`src/rtl/load_store_unit.sv`:
```
// load_store_unit
//   Sits between the EX/MEM stage and data_memory. It turns byte-addressed
//   lb/lbu/lh/lhu/lw/sb/sh/sw requests into word-indexed memory accesses.
//   Loads select the addressed lane and then sign- or zero-extend it.
//   Sub-word stores use a read-modify-write sequence (RMW_RD then RMW_WR).
//   The unit accepts one request at a time, and only while in IDLE.
//
// Optional feature: define MISALIGN_TRAP_EN to flag misaligned half/word
//   accesses. Such a request completes in one cycle with o_resp_err=1 and
//   makes no memory access. When the macro is undefined, o_resp_err is tied 0
//   and the low address bits below the access size are ignored.
//
// Ports
//   i_clock, i_reset       clock; synchronous active-high reset
//   i_req_*, o_req_ready   request handshake (write, size, unsigned, addr, wdata)
//   o_resp_valid/_rdata/_err  one-cycle completion pulse, extended load data, misalign flag
//   o_mem_*, i_mem_rdata   data_memory port (word index; registered read data)
module load_store_unit #(
    parameter int ADDR_W = 6
) (
    input  logic        i_clock,
    input  logic        i_reset,
    input  logic        i_req_valid,
    output logic        o_req_ready,
    input  logic        i_req_write,
    input  logic [1:0]  i_req_size,
    input  logic        i_req_unsigned,
    input  logic [31:0] i_req_addr,
    input  logic [31:0] i_req_wdata,
    output logic        o_resp_valid,
    output logic [31:0] o_resp_rdata,
    output logic        o_resp_err,
    output logic        o_mem_read,
    output logic        o_mem_write,
    output logic [31:0] o_mem_address,
    output logic [31:0] o_mem_wdata,
    input  logic [31:0] i_mem_rdata
);
    typedef enum logic [2:0] {
        S_IDLE, S_LD_RD, S_LD_EXT, S_ST_WR, S_RMW_RD, S_RMW_WR
    } state_t;

    state_t              r_state;
    logic                r_write;
    logic [1:0]          r_size;
    logic                r_unsigned;
    logic [ADDR_W+1:0]   r_addr;
    logic [31:0]         r_wdata;
    logic                r_resp_valid;
    logic [31:0]         r_resp_rdata;
    logic                r_resp_err;

    logic                w_misalign;
    logic [7:0]          w_byte;
    logic [15:0]         w_half;
    logic [31:0]         w_load_data;
    logic [31:0]         w_merged;
    logic                w_unused;

    // Address bits above the word index are ignored: accesses wrap modulo memory size.
    assign w_unused = ^{i_req_addr[31:ADDR_W+2], r_write};

`ifdef MISALIGN_TRAP_EN
    assign w_misalign = ((i_req_size == 2'b01) && i_req_addr[0]) ||
                        (i_req_size[1] && (i_req_addr[1:0] != 2'b00));
`else
    assign w_misalign = 1'b0;
`endif

    // Lane extraction for loads. Lanes are little-endian.
    assign w_byte = i_mem_rdata[{r_addr[1:0], 3'b000} +: 8];
    assign w_half = r_addr[1] ? i_mem_rdata[31:16] : i_mem_rdata[15:0];

    always_comb begin
        w_load_data = i_mem_rdata;
        case (r_size)
            2'b00:   w_load_data = r_unsigned ? {24'b0, w_byte} : {{24{w_byte[7]}}, w_byte};
            2'b01:   w_load_data = r_unsigned ? {16'b0, w_half} : {{16{w_half[15]}}, w_half};
            default: w_load_data = i_mem_rdata;
        endcase
    end

    // Replace the addressed lane(s) of the old word with the store data.
    // For a half store, byte i takes wdata byte (i%2) when addr[1] selects it.
    always_comb begin
        w_merged = i_mem_rdata;
        for (int i = 0; i < 4; i++) begin
            if (r_size == 2'b00 && r_addr[1:0] == i[1:0])
                w_merged[8*i +: 8] = r_wdata[7:0];
            else if (r_size == 2'b01 && r_addr[1] == i[1])
                w_merged[8*i +: 8] = r_wdata[8*(i%2) +: 8];
        end
    end

    // Memory controls decode from state, so read and write are mutually exclusive.
    assign o_req_ready   = (r_state == S_IDLE);
    assign o_mem_read    = (r_state == S_LD_RD) || (r_state == S_RMW_RD);
    assign o_mem_write   = (r_state == S_ST_WR) || (r_state == S_RMW_WR);
    assign o_mem_address = {{(32-ADDR_W){1'b0}}, r_addr[ADDR_W+1:2]};
    assign o_mem_wdata   = (r_state == S_RMW_WR) ? w_merged : r_wdata;
    assign o_resp_valid  = r_resp_valid;
    assign o_resp_rdata  = r_resp_rdata;
`ifdef MISALIGN_TRAP_EN
    assign o_resp_err    = r_resp_err;
`else
    assign o_resp_err    = 1'b0;
`endif

    always_ff @(posedge i_clock) begin
        if (i_reset) begin
            r_state      <= S_IDLE;
            r_write      <= 1'b0;
            r_size       <= 2'b00;
            r_unsigned   <= 1'b0;
            r_addr       <= '0;
            r_wdata      <= '0;
            r_resp_valid <= 1'b0;
            r_resp_rdata <= '0;
            r_resp_err   <= 1'b0;
        end else begin
            r_resp_valid <= 1'b0;
            r_resp_rdata <= '0;
            r_resp_err   <= 1'b0;
            case (r_state)
                S_IDLE: begin
                    if (i_req_valid) begin
                        r_write    <= i_req_write;
                        r_size     <= i_req_size;
                        r_unsigned <= i_req_unsigned;
                        r_addr     <= i_req_addr[ADDR_W+1:0];
                        r_wdata    <= i_req_wdata;
                        if (w_misalign) begin
                            // Trap: complete at once and touch no memory.
                            r_resp_valid <= 1'b1;
                            r_resp_err   <= 1'b1;
                        end else if (!i_req_write)
                            r_state <= S_LD_RD;
                        else if (i_req_size[1])
                            r_state <= S_ST_WR;
                        else
                            r_state <= S_RMW_RD;
                    end
                end
                S_LD_RD:  r_state <= S_LD_EXT;
                S_LD_EXT: begin
                    r_resp_valid <= 1'b1;
                    r_resp_rdata <= w_load_data;
                    r_state      <= S_IDLE;
                end
                S_ST_WR: begin
                    r_resp_valid <= 1'b1;
                    r_state      <= S_IDLE;
                end
                S_RMW_RD: r_state <= S_RMW_WR;
                S_RMW_WR: begin
                    r_resp_valid <= 1'b1;
                    r_state      <= S_IDLE;
                end
                default:  r_state <= S_IDLE;
            endcase
        end
    end
endmodule

```
`config.mk`:
```
export PLATFORM = sky130hd
export DESIGN_NAME = load_store_unit
export DESIGN_NICKNAME = d
export VERILOG_FILES = /design/src/rtl/load_store_unit.sv
export SDC_FILE = /design/constraint.sdc
export NUM_CORES = 1
export LEC_CHECK = 0
export CAP_MARGIN = 20
export CORE_UTILIZATION = 45
export DETAILED_ROUTE_END_ITERATION = 6
export GPL_TIMING_DRIVEN = 1
export HOLD_SLACK_MARGIN = 0.1
export PLACE_DENSITY = 0.87
export SLEW_MARGIN = 20
export SYNTH_ARGS = -nofsm -noshare
export SYNTH_HDL_FRONTEND = slang
export SYNTH_SLANG_ARGS = --single-unit
```
`constraint.sdc`:
```
create_clock -name i_clock -period 4.5 [get_ports i_clock]
set_input_delay 0.9 -clock i_clock [delete_from_list [all_inputs] [get_ports i_clock]]
set_output_delay 0.9 -clock i_clock [all_outputs]
set_load 0.01 [all_outputs]
```
==> flow_summary.ini, run 1 <==
[place]
post-place-ws_ns = 0.836
hpwl_um = 10300
placed_cells = 781
gp_congestion = 0.917
post_dp_cell_area_mm2 = 0.00574
io_buffers = 152

[clock_tree]
ctsRootBufferMaster = clkbuf_8
clk_pin_slew_ns = 0.08
clock_latency_ns = 0.35
clock_sinks = 79
postCtsHoldBufs = 0
postCtsSetupBuffers = 0
htreeDepth = 3
cts_resized = 0
numCtsBuffers = 9
cts_tree = built
clockBufferDepth = 2

[sta]
finalSetupViolCount = 0
period_minus_slack_ns = 4.13
worst_pin_slew_ns = 0.953
max_freq_mhz = 242
rsz0062_at_grt = false
timing.setup.tns_ns = 0
worst_slack_ns = 0.374
skew_ns = 0.00710
holdWs_ns = 0.455
fin_crit_sh_pct = 91.7
slew_headroom_pct = 36.5
slew_violations = 0
hold_viol = 0

[die]
placementRows = 35
coreArea_mm2 = 0.00928
start_util_pct = 46.8
die_area_mm2 = 0.0101
io_pins = 204
die_h_um = 100
die_w_um = 100

[job]
maxCapViolCount = 0

[critical_path]
worstSetupPathType = flip-flop to primary output
slowest_delay_ns = 0.74
worstRegToRegCells = 3
cp_max_fo = 30
cp-end-kind = primary output
critPathLaunchType = flip-flop
crit_chain = nor3b_2, nor3b_1, a221o_1, clkdlybuf4s50_1
cp_slowest_cell = nor3b_2
critPathRequiredTime_ns = 3.60
cp.arrival_ns = 3.23

[synthesis]
yosysMostFrequentCell = nand2_1
synth_common_cells = nand2_1, dfxtp_1, a21oi_1
avgSynthCellArea_um2 = 7.93
synth_edf_count = 0
yosys.area.top_type = dfxtp_1
synthArstFlopShare_pct = 0
yosys_warnings = 0
ys_seq_elements = 79
netlist_area_mm2 = 0.00434
synth_flop_cell = dfxtp_1
synthCells = 548
synth_cell_type_count = 51
synth_top_area_share_pct = 36.4
seq_area_frac_synth_pct = 36.4
synth.area.top_cells = dfxtp_1, nand2_1, a21oi_1

[cells_and_area]
finalNonFillerCells = 798
final_util_pct = 64.2
final_nets = 767
area_growth_pct = 37.3
n_antenna_cell = 0
fin_area_mm2 = 0.00596
drive_gt1_share_pct = 9.12
n_fill_cell = 823

[detailed_routing]
num_vias = 4459
dr.max_layer_used = met4
wirelength_um = 14000
wl_met2_um = 6700
drt-met1-wl_um = 5730
drc = 0
via_per_inst = 5.59
drt_iter0_markers = 288
dr.pass1.iters = 5
wl_per_cell_um = 17.6
met3_wirelength_um = 1100
drtAntennaViolNets = 0

[grt]
grt_pass1_wl_um = 21200
grtUsageTotal_pct = 27.6
grt_overflow_total = 0
antenna_found_initial = 0
grt_max_degree = 49
grt_pass1_vias = 4149

[hold_path]
hold_path_class = flip-flop to flip-flop
worstHoldPathCells = 2

[power]
p_total_mw = 1.74
irDropWorstVdd_v = 0.000162
powerDensity_mw_per_mm2 = 292
leakagePower_nw = 2.18

[run_status]
status = completed
## registers in the layout, indices dropped and copies added (netlist names)
name          count
r_addr            8
r_wdata          32
r_state           3
o_resp_rdata     32
r_unsigned        1
o_resp_valid      1
r_size            2
## path summary, 6_finish.rpt
kind                      startpoint                          end  slack [ns]
max           r_size[1]$_SDFFE_PP0P_              o_mem_wdata[15]        0.37
min           r_addr[3]$_SDFFE_PP0P_       r_addr[3]$_SDFFE_PP0P_        0.46
max reg2reg  r_state[2]$_SDFFE_PP0P_  o_resp_rdata[31]$_SDFF_PP0_        2.31
min reg2reg   r_addr[3]$_SDFFE_PP0P_       r_addr[3]$_SDFFE_PP0P_        0.46
## routing by layer
metal,vias to the layer above,track usage (%)
met5,-,0
met4,0,13.5
met3,30,4.81
met2,241,46.8
met1,2071,33.8
li1,2117,-
## layout by cell type, fill, tap and decap left out, types with 3 or more instances in the layout
cell	count
conb_1	27
nor2b_1	11
and3b_1	8
nand4bb_1	5
o41ai_1	5
o211ai_1	7
or2_2	6
nand4_1	7
mux2_2	10
nand4b_1	3
nand2b_1	6
o21ai_0	25
and4b_1	3
a211o_1	5
a21oi_1	54
a221o_1	6
o311ai_0	7
o22a_1	3
inv_1	10
a31oi_1	17
o21ai_2	10
nor2_1	17
nor3b_1	6
dfxtp_1	79
clkbuf_8	9
nand2_1	100
nand3_1	24
o311a_1	6
clkdlybuf4s50_1	151
buf_4	9
## critical path, delay by kind of cell (launching register included)
kind                   cells  cell delay [ns]
AO/OA/AOI/OAI              1             0.31
buffers and inverters      1             0.55
flip-flops                 1             0.62
AND/OR/NAND/NOR            2             1.40
## where the power goes
group,switching [mW],total [mW],leakage (nW),internal (mW)
registers,0.0422,0.777,0.644,0.735
logic,0.201,0.395,1.43,0.193
clock network,0.260,0.571,0.102,0.310
## kinds of logic after synthesis
group / after synthesis / synth area share (%)
other cells: 1 / 0.0863
flops: 79 / 36.4
buf+inv: 93 / 11.6
mux: 12 / 3.34
xor+xnor: 2 / 0.403
simple gates: 208 / 25.0
compound gates: 153 / 23.2
## layout make-up
| type | instances | area, um^2 | area share (%) |
|---|---|---|---|
| multi-input cells | 402 | 2370 | 39.8 |
| repair buffers | 162 | 1600 | 26.8 |
| flip-flops and latches | 79 | 1580 | 26.5 |
| well taps | 129 | 161 | 2.71 |
| clock buffers | 10 | 128 | 2.14 |
| clock inverters | 6 | 85.1 | 1.43 |
| inverters | 10 | 37.5 | 0.629 |
Power figures use the tool's default switching activity.
==> run 2, diff against run 1 <==
--- a/config.mk
+++ b/config.mk
@@ -7,6 +7,7 @@
 export LEC_CHECK = 0
 export CAP_MARGIN = 20
 export CORE_UTILIZATION = 45
+export CTS_CLUSTER_SIZE = 24
 export DETAILED_ROUTE_END_ITERATION = 6
 export GPL_TIMING_DRIVEN = 1
 export HOLD_SLACK_MARGIN = 0.1
==> results of run 2 <==
No change in the layout: final DEF, timing and power equal those of run 1.
==> run 3, diff against run 2 <==
--- a/config.mk
+++ b/config.mk
@@ -6,12 +6,13 @@
 export NUM_CORES = 1
 export LEC_CHECK = 0
 export CAP_MARGIN = 20
-export CORE_UTILIZATION = 45
+export CORE_UTILIZATION = 46
+export CTS_BUF_LIST = sky130_fd_sc_hd__clkbuf_4
 export CTS_CLUSTER_SIZE = 24
 export DETAILED_ROUTE_END_ITERATION = 6
 export GPL_TIMING_DRIVEN = 1
 export HOLD_SLACK_MARGIN = 0.1
-export PLACE_DENSITY = 0.87
+export PLACE_DENSITY = 0.88
 export SLEW_MARGIN = 20
 export SYNTH_ARGS = -nofsm -noshare
 export SYNTH_HDL_FRONTEND = slang
==> flow_summary.ini, run 3 (synthesis results as in run 1) <==
[detailed_routing]
wirelength_um = 13700
dr.pass1.iters = 5
num_vias = 4457
via_per_inst = 5.71
drc = 0
wl_per_cell_um = 17.6
drt_iter0_markers = 362
drtAntennaViolNets = 0

[critical_path]
slowest_delay_ns = 0.81
ff2ff_setup_slack_ns = 2.28
cp-end-kind = primary output
critPathRequiredTime_ns = 3.60
crit_chain = buf_4, nand4bb_1, a21oi_1, o41ai_1, clkdlybuf4s50_1
cp_max_fo = 36
critPathLaunchType = flip-flop
worstSetupPathType = flip-flop to primary output
cp_slowest_cell = dfxtp_1
cp.arrival_ns = 3.04

[die]
io_pins = 204
die_h_um = 99.2
placementRows = 35
die_w_um = 99.2
start_util_pct = 47.2
die_area_mm2 = 0.00984
coreArea_mm2 = 0.00920

[cells_and_area]
multi_input_area_mm2 = 0.00237
final_common_cell = clkdlybuf4s50_1
drive_gt1_share_pct = 9.27
final_nets = 767
seq_area_mm2 = 0.00158
fin_area_mm2 = 0.00589
area_growth_pct = 35.6
n_fill_cell = 813
n_antenna_cell = 0
final_cell_mix = clkdlybuf4s50_1, nand2_1, dfxtp_1, a21oi_1, conb_1

[power]
leakagePower_nw = 2.15
p_total_mw = 1.66
powerDensity_mw_per_mm2 = 283
irDropWorstVdd_v = 0.000179

[place]
post_dp_cell_area_mm2 = 0.00572
gp_congestion = 0.903
io_buffers = 152
post-place-ws_ns = 0.837
hpwl_um = 10000

[clock_tree]
cts_tree = built
clockBufferDepth = 2
cts_resized = 0
ctsRootBufferMaster = clkbuf_4
clk_pin_slew_ns = 0.13
numCtsBuffers = 9
clock_sinks = 79
clock_latency_ns = 0.45
postCtsHoldBufs = 0
htreeDepth = 3
postCtsSetupBuffers = 0

[sta]
slew_headroom_pct = 33.8
max_freq_mhz = 254
worst_slack_ns = 0.557
rsz0062_at_grt = false
timing.setup.tns_ns = 0
finalSetupViolCount = 0
worst_pin_slew_ns = 0.989
period_minus_slack_ns = 3.94
hold_viol = 0
fin_crit_sh_pct = 87.6
slew_violations = 0
skew_ns = 0.0211

[job]
maxCapViolCount = 0

[grt]
antenna_found_initial = 0
grtUsageTotal_pct = 27.8
grt_pass1_vias = 4102
grt_overflow_total = 0
grt_pass1_wl_um = 21200
grt_max_degree = 49

[run_status]
status = completed

[hold_path]
hold_path_class = flip-flop to flip-flop
run 3: cell count changes in the layout (fill, tap and decap cells not counted), sizes merged:
cell      change
clkinv        -2
clkbuf        +1
clkinvlp      +1
run 3: worst max-delay path: cells and delay by family (launching register included):
family | cells | cell delay [ns]
flops | 1 | 0.81
compound gates | 2 | 0.57
simple gates | 1 | 0.18
buf+inv | 2 | 1.05
run 3: final timing paths:
check | from | endpoint | cells after the start
worst max-delay path | r_size[1]$_SDFFE_PP0P_ | o_mem_wdata[30] | 5
worst min-delay path | r_addr[5]$_SDFFE_PP0P_ | r_addr[5]$_SDFFE_PP0P_ | 2
worst max register to register | r_addr[1]$_SDFFE_PP0P_ | o_resp_rdata[31]$_SDFF_PP0_ | 5
worst min register to register | r_addr[5]$_SDFFE_PP0P_ | r_addr[5]$_SDFFE_PP0P_ | 2
run 3: metrics by stage:
stage,utilization (%),std cells,hold WS [ns]
floorplan,-,574,0.437
finish,64.0,780,0.465
global placement,62.2,764,0.444
CTS,64.0,780,0.467
global route,64.0,780,0.488
detailed placement,62.2,764,0.449
run 3: area by class of cell:
type	count	area share [%]
Multi-Input combinational cell	402	40.3
Timing Repair Buffer	162	27.0
Sequential cell	79	26.9
Tap cell	111	2.36
Clock buffer	11	1.40
Clock inverter	5	1.40
Inverter	10	0.637
run 3: where the power goes:
| part | switching, mW | total [mW] | leakage (nW) | internal, mW |
|---|---|---|---|---|
| logic | 0.203 | 0.397 | 1.43 | 0.194 |
| registers | 0.0406 | 0.776 | 0.644 | 0.736 |
| clock network | 0.254 | 0.491 | 0.0793 | 0.237 |
| total | 0.497 | 1.66 | 2.15 | 1.17 |
run 3: per-layer routing:
metal	track usage (%)	share of wire, %	vias up
met2	46.4	48	210
met5	0	0	-
li1	-	-	2124
met3	6.11	6.6	34
met1	35.0	42	2089
met4	11.4	2.9	0
